**config.mk**
```make
export PLATFORM = sky130hd
export DESIGN_NAME = sha256_round_engine
export DESIGN_NICKNAME = d
export VERILOG_FILES = /design/src/rtl/sha256_round_engine.sv
export SDC_FILE = /design/constraint.sdc
export NUM_CORES = 2
export LEC_CHECK = 0
export ABC_AREA = 1
export CORE_MARGIN = 3
export CORE_UTILIZATION = 45
export CTS_CLUSTER_DIAMETER = 50
export DETAILED_ROUTE_END_ITERATION = 10
export PLACE_DENSITY = 0.69
export SETUP_SLACK_MARGIN = 0.15
export SLEW_MARGIN = 40
export SYNTH_ARGS = -nofsm -noshare
export SYNTH_HDL_FRONTEND = slang
export SYNTH_SLANG_ARGS = --single-unit
```
**constraint.sdc**
```tcl
create_clock -name clk -period 10.1 [get_ports clk]
set_input_delay 2.02 -clock clk [delete_from_list [all_inputs] [get_ports clk]]
set_output_delay 2.02 -clock clk [all_outputs]
set_load 0.02 [all_outputs]
```
**src/rtl/sha256_round_engine.sv**
```systemverilog
// SHA-256 compression core: 16-word message window, one round per cycle, two-phase block toggle to H bank.
// Optional `SHA256_WRITE_GUARD_EN drops message writes while busy and flags them on wr_err.
module sha256_round_engine #(
  parameter int ROUNDS    = 64,
  parameter int LOAD_WAIT = 1
) (
  input  logic         clk,
  input  logic         rst_n,
  input  logic         msg_we,
  input  logic [3:0]   msg_addr,
  input  logic [31:0]  msg_data,
  input  logic         start,
  input  logic [255:0] h_in,
  output logic         block,
  output logic [255:0] work_out,
  output logic         busy,
  output logic         done,
  output logic         wr_err
);

  // state | meaning
  // IDLE  | waiting for start
  // TOG1  | first block toggle, H bank reloads IV
  // WAIT  | LOAD_WAIT cycles for the IV to settle on h_in
  // LOAD  | a..h <= h_in
  // ROUND | one compression round per cycle
  // FIN   | second block toggle (accumulate), done pulse
  typedef enum logic [2:0] {S_IDLE, S_TOG1, S_WAIT, S_LOAD, S_ROUND, S_FIN} state_t;

  localparam logic [6:0] LAST_ROUND = 7'(ROUNDS - 1);

  state_t      r_state, w_next;
  logic [31:0] r_a, r_b, r_c, r_d, r_e, r_f, r_g, r_h;
  logic [31:0] r_win [0:15];
  logic [6:0]  r_round;
  logic [1:0]  r_wait_cnt;
  logic        r_block;
  logic        w_last, w_toggle, w_msg_wr;
  logic [31:0] w_k, w_w, w_t1, w_t2, w_s0, w_s1, w_ss0, w_ss1, w_ch, w_maj;

  function automatic logic [31:0] k_rom(input logic [5:0] idx);
    logic [31:0] k;
    k = 32'h0;
    case (idx)
      6'd0:  k = 32'h428a2f98; 6'd1:  k = 32'h71374491; 6'd2:  k = 32'hb5c0fbcf; 6'd3:  k = 32'he9b5dba5;
      6'd4:  k = 32'h3956c25b; 6'd5:  k = 32'h59f111f1; 6'd6:  k = 32'h923f82a4; 6'd7:  k = 32'hab1c5ed5;
      6'd8:  k = 32'hd807aa98; 6'd9:  k = 32'h12835b01; 6'd10: k = 32'h243185be; 6'd11: k = 32'h550c7dc3;
      6'd12: k = 32'h72be5d74; 6'd13: k = 32'h80deb1fe; 6'd14: k = 32'h9bdc06a7; 6'd15: k = 32'hc19bf174;
      6'd16: k = 32'he49b69c1; 6'd17: k = 32'hefbe4786; 6'd18: k = 32'h0fc19dc6; 6'd19: k = 32'h240ca1cc;
      6'd20: k = 32'h2de92c6f; 6'd21: k = 32'h4a7484aa; 6'd22: k = 32'h5cb0a9dc; 6'd23: k = 32'h76f988da;
      6'd24: k = 32'h983e5152; 6'd25: k = 32'ha831c66d; 6'd26: k = 32'hb00327c8; 6'd27: k = 32'hbf597fc7;
      6'd28: k = 32'hc6e00bf3; 6'd29: k = 32'hd5a79147; 6'd30: k = 32'h06ca6351; 6'd31: k = 32'h14292967;
      6'd32: k = 32'h27b70a85; 6'd33: k = 32'h2e1b2138; 6'd34: k = 32'h4d2c6dfc; 6'd35: k = 32'h53380d13;
      6'd36: k = 32'h650a7354; 6'd37: k = 32'h766a0abb; 6'd38: k = 32'h81c2c92e; 6'd39: k = 32'h92722c85;
      6'd40: k = 32'ha2bfe8a1; 6'd41: k = 32'ha81a664b; 6'd42: k = 32'hc24b8b70; 6'd43: k = 32'hc76c51a3;
      6'd44: k = 32'hd192e819; 6'd45: k = 32'hd6990624; 6'd46: k = 32'hf40e3585; 6'd47: k = 32'h106aa070;
      6'd48: k = 32'h19a4c116; 6'd49: k = 32'h1e376c08; 6'd50: k = 32'h2748774c; 6'd51: k = 32'h34b0bcb5;
      6'd52: k = 32'h391c0cb3; 6'd53: k = 32'h4ed8aa4a; 6'd54: k = 32'h5b9cca4f; 6'd55: k = 32'h682e6ff3;
      6'd56: k = 32'h748f82ee; 6'd57: k = 32'h78a5636f; 6'd58: k = 32'h84c87814; 6'd59: k = 32'h8cc70208;
      6'd60: k = 32'h90befffa; 6'd61: k = 32'ha4506ceb; 6'd62: k = 32'hbef9a3f7; 6'd63: k = 32'hc67178f2;
      default: k = 32'h0;
    endcase
    return k;
  endfunction

  assign w_last   = (r_round == LAST_ROUND);
  assign w_toggle = ((r_state == S_IDLE) && start) || ((r_state == S_ROUND) && w_last);
  assign w_k      = k_rom(r_round[5:0]);

  assign w_s0  = {r_a[1:0], r_a[31:2]} ^ {r_a[12:0], r_a[31:13]} ^ {r_a[21:0], r_a[31:22]};
  assign w_s1  = {r_e[5:0], r_e[31:6]} ^ {r_e[10:0], r_e[31:11]} ^ {r_e[24:0], r_e[31:25]};
  assign w_ch  = (r_e & r_f) ^ (~r_e & r_g);
  assign w_maj = (r_a & r_b) ^ (r_a & r_c) ^ (r_b & r_c);
  assign w_ss0 = {r_win[1][6:0], r_win[1][31:7]} ^ {r_win[1][17:0], r_win[1][31:18]} ^ {3'b000, r_win[1][31:3]};
  assign w_ss1 = {r_win[14][16:0], r_win[14][31:17]} ^ {r_win[14][18:0], r_win[14][31:19]}
               ^ {10'b0, r_win[14][31:10]};
  assign w_w   = (r_round < 7'd16) ? r_win[0] : (w_ss1 + r_win[9] + w_ss0 + r_win[0]);
  assign w_t1  = r_h + w_s1 + w_ch + w_k + w_w;
  assign w_t2  = w_s0 + w_maj;

  always_ff @(posedge clk or negedge rst_n) begin
    if (!rst_n) r_state <= S_IDLE;
    else        r_state <= w_next;
  end

  always_comb begin
    w_next = r_state;
    case (r_state)
      S_IDLE:  if (start) w_next = S_TOG1;
      S_TOG1:  w_next = S_WAIT;
      S_WAIT:  if (r_wait_cnt == 2'd0) w_next = S_LOAD;
      S_LOAD:  w_next = S_ROUND;
      S_ROUND: if (w_last) w_next = S_FIN;
      S_FIN:   w_next = S_IDLE;
      default: w_next = S_IDLE;
    endcase
  end

  always_ff @(posedge clk or negedge rst_n) begin
    if (!rst_n) begin
      r_block    <= 1'b0;
      r_round    <= 7'd0;
      r_wait_cnt <= 2'd0;
      {r_a, r_b, r_c, r_d, r_e, r_f, r_g, r_h} <= '0;
    end else begin
      if (w_toggle) r_block <= ~r_block;
      case (r_state)
        S_TOG1: r_wait_cnt <= 2'(LOAD_WAIT - 1);
        S_WAIT: if (r_wait_cnt != 2'd0) r_wait_cnt <= r_wait_cnt - 2'd1;
        S_LOAD: begin
          {r_a, r_b, r_c, r_d, r_e, r_f, r_g, r_h} <= h_in;
          r_round <= 7'd0;
        end
        S_ROUND: begin
          r_h <= r_g; r_g <= r_f; r_f <= r_e; r_e <= r_d + w_t1;
          r_d <= r_c; r_c <= r_b; r_b <= r_a; r_a <= w_t1 + w_t2;
          r_round <= r_round + 7'd1;
        end
        default: ;
      endcase
    end
  end

`ifdef SHA256_WRITE_GUARD_EN
  logic r_wr_err;
  assign w_msg_wr = msg_we && !busy;
  always_ff @(posedge clk or negedge rst_n) begin
    if (!rst_n)                          r_wr_err <= 1'b0;
    else if ((r_state == S_IDLE) && start) r_wr_err <= 1'b0;
    else if (msg_we && busy)             r_wr_err <= 1'b1;
  end
  assign wr_err = r_wr_err;
`else
  assign w_msg_wr = msg_we;
  assign wr_err   = 1'b0;
`endif

  // Window is not reset; a host write on the same edge as a shift wins its slot.
  always_ff @(posedge clk) begin
    if (r_state == S_ROUND) begin
      for (int i = 0; i < 15; i++) r_win[i] <= r_win[i+1];
      r_win[15] <= w_w;
    end
    if (w_msg_wr) r_win[msg_addr] <= msg_data;
  end

  assign block    = r_block;
  assign work_out = {r_a, r_b, r_c, r_d, r_e, r_f, r_g, r_h};
  assign busy     = (r_state != S_IDLE);
  assign done     = (r_state == S_FIN);

endmodule

```
==> metrics.md <==
| Metric | Value |
|---|---|
| Grt total ovfl | 0 |
| Final worst-path cycle share | 93.1% |
| Synth Register Bits | 781 |
| Worst-case clock buffer depth | 3 |
| Detail Route Antenna Nets | 0 |
| Area of the multi-input gates | 0.0240 mm² |
| Routed WL | 207000 µm |
| Worst-path clk slew | 0.06 ns |
| Fillcell total | 9947 |
| TritonRoute pass-1 iters | 6 |
| Required @ worst endpoint | 10.64 ns |
| Hold path cells | 1 |
| Port-buffer cells | 554 |
| TritonCTS buffer count | 102 |
| Synth warn | 0 |
| Die span in x | 339 µm |
| First-pass GRT wire length | 300000 µm |
| Max incr delay on CP | 0.53 ns |
| Setup Skew | 0.0661 ns |
| Max-slew violation count | 0 |
| CTS tree | done |
| Gr usage total | 35.4% |
| Row cnt | 121 |
| Drc violations | 0 |
| Highest-delay cell along the critical path | fa_1 |
| RSZ-0062 raised after global routing | false |
| Initial antenna violation count | 16 |
| I/O pin total | 556 |
| Crit start category | flip-flop |
| Cell with the most instances after synthesis | nand2_1 |
| Most frequent cells after synthesis | 1441 x nand2_1, 765 x o21ai_0, 712 x inv_1 |
| Reg2Reg Setup Slack | 0.70 ns |
| Cell variety after synth | 64 |
| Final setup TNS | 0 ns |
| Layout cell share with drive strength beyond 1 | 7.23% |
| CP arrival | 9.94 ns |
| Clock latency on the worst-skew pair | 0.73 ns |
| Largest net degree at the start of global routing | 187 |
| Min-Delay Path Class | flip-flop to flip-flop |
| Die height | 339 µm |
| Sink Count | 781 |
| Mapped Area | 0.0498 mm² |
| Critical path peak fanout | 6 |
| Synth area leaders | edfxtp_1 31%, dfrtp_1 14%, nand2_1 11% |
| Max Fclk | 106 MHz |
| DR WL/cell | 26.6 µm |
| Die area | 0.115 mm² |
| GP Congestion | 1.04 |
| Fin. Hold Viols | 0 |
| Syn-to-layout area delta | 22.5% |
| Sequential cell area | 0.0221 mm² |
| # nets final | 6845 |
| HPWL after DPL | 159000 µm |
| Max H-tree Level | 3 |
| Core Box Area | 0.109 mm² |
| Post-synth top area share | 30.9% |
| Routed vias/inst | 5.73 |
| 1st-iter DRT viols | 4971 |
| Vias after detailed routing | 44676 |
| Status | finished, final reports clean |
| Ys flop type | edfxtp_1 |
| Syn Nets | 6326 |
| Avg Inst Size Synth | 8.73 µm² |
| Crit end category | flip-flop |
| Slew Limit Headroom | 23.5% |
| Vias in the first global route | 43401 |
| Syn Inst Count | 5700 |
| Crit Path Category | flip-flop to flip-flop |
| Initial Util | 45.5% |
| Max cap viols | 0 |
| Root buffer cell | clkbuf_16 |
| Number of flops mapped to enable cells by yosys | 512 |
| Final setup viols | 0 |
| Post-synthesis sequential area ratio | 44.4% |
| Worst slew pin tran | 1.15 ns |
| R2R depth | 41 |
| Final min period | 9.40 ns |
| Synth area leader | edfxtp_1 |
| Fraction of registers with async set/reset | 34.4% |
[registers in the layout (all words and copies together), names as in the netlist, 2 cells and up]
| signal | cells |
|---|---|
| r_a | 32 |
| r_b | 32 |
| r_c | 32 |
| r_d | 32 |
| r_e | 32 |
| r_f | 32 |
| r_g | 32 |
| r_h | 32 |
| r_round | 7 |
| r_state | 3 |
| r_wait_cnt | 2 |
| r_win | 512 |
[logic make-up after synthesis]
group | after synthesis | synth area share (%)
xor gates and xnor gates | 306 | 5.39
DFF | 781 | 44.4
muxes | 1 | 0.0201
adders and majority gates | 330 | 11.1
and+or+nand+nor | 1896 | 15.3
buffers and inverters | 1025 | 7.87
other | 1 | 0.00754
AOI/OAI and AO/OA | 1360 | 15.9
[critical path: cells and delay by family, from the launching register on]
family,cells,cell delay (ns)
AOI/OAI and AO/OA,13,2.16
buffers and inverters,7,0.64
DFF,1,0.48
adders and majority gates,9,4.03
and+or+nand+nor,8,0.99
xor gates and xnor gates,4,0.89
[final timing paths]
path / start / to
min: block$_DFFE_PN0P_ / block$_DFFE_PN0P_
min in group asynchronous: rst_n / r_c[12]$_DFFE_PN0P_
max: r_win[14][23]$_DFFE_PP_ / r_a[25]$_DFFE_PN0P_
max in group asynchronous: rst_n / r_h[20]$_DFFE_PN0P_
min reg2reg: block$_DFFE_PN0P_ / block$_DFFE_PN0P_
max reg2reg: r_win[14][23]$_DFFE_PP_ / r_a[25]$_DFFE_PN0P_
[layer usage]
metal | part of all wire (%) | routed length, µm | track usage, % | vias to the layer above
met1 | 41 | 85100 | 48.2 | 21716
li1 | - | - | - | 20030
met2 | 45 | 92700 | 54.9 | 2457
met5 | 0 | 0 | 0 | -
met4 | 5.2 | 10700 | 16.6 | 0
met3 | 9.2 | 19000 | 6.62 | 473
[layout by cell type, fill, tap and decap left out, types with 20 or more instances in the layout]
master           instances
edfxtp_1               512
xnor2_1                153
a21oi_1                199
nor2_1                 187
dfrtp_1                269
ha_1                   140
buf_4                  157
nand3_1                149
a21o_1                  20
nand4_1                 21
a31oi_1                 20
o21bai_1                21
clkdlybuf4s50_1        553
o21ai_0                745
clkbuf_16              103
nor3_1                  30
inv_1                  711
o211ai_1               126
nand2_1               1417
o21ai_1                 33
fa_1                   187
o221ai_1                78
xor2_1                 148
[what timing repair did]
action                     4_1_cts  5_1_grt
gates resized for setup          0       30
hold buffers                     0        0
buffers inserted                 0       10
setup endpoints to repair        0       14
[final cells by class]
| cell class | instances | share of cell area [%] |
|---|---|---|
| Inverter | 719 | 4.44 |
| Tap cell | 1476 | 3.03 |
| Antenna cell | 15 | 0.0616 |
| Multi-Input combinational cell | 3894 | 39.4 |
| Clock buffer | 123 | 4.47 |
| Timing Repair Buffer | 721 | 11.3 |
| Clock inverter | 65 | 1.05 |
| Sequential cell | 781 | 36.3 |
[through the flow]
stage | util, % | worst slack, ns | area (µm²) | hold WS (ns) | cells
global route | 55.8 | 0.110 | 61000 | 0.504 | 7794
floorplan | - | 2.03 | 49800 | 0.459 | 5700
finish | 55.8 | 0.696 | 61000 | 0.471 | 7794
CTS | 55.5 | 0.370 | 60700 | 0.478 | 7767
global placement | 52.4 | 0.367 | 57200 | 0.466 | 7578
detailed placement | 52.5 | 0.485 | 57300 | 0.461 | 7579
Power is left out: the tool's default activity adds up to more than one toggle a clock period on the data nets, which glitch-free logic cannot reach.
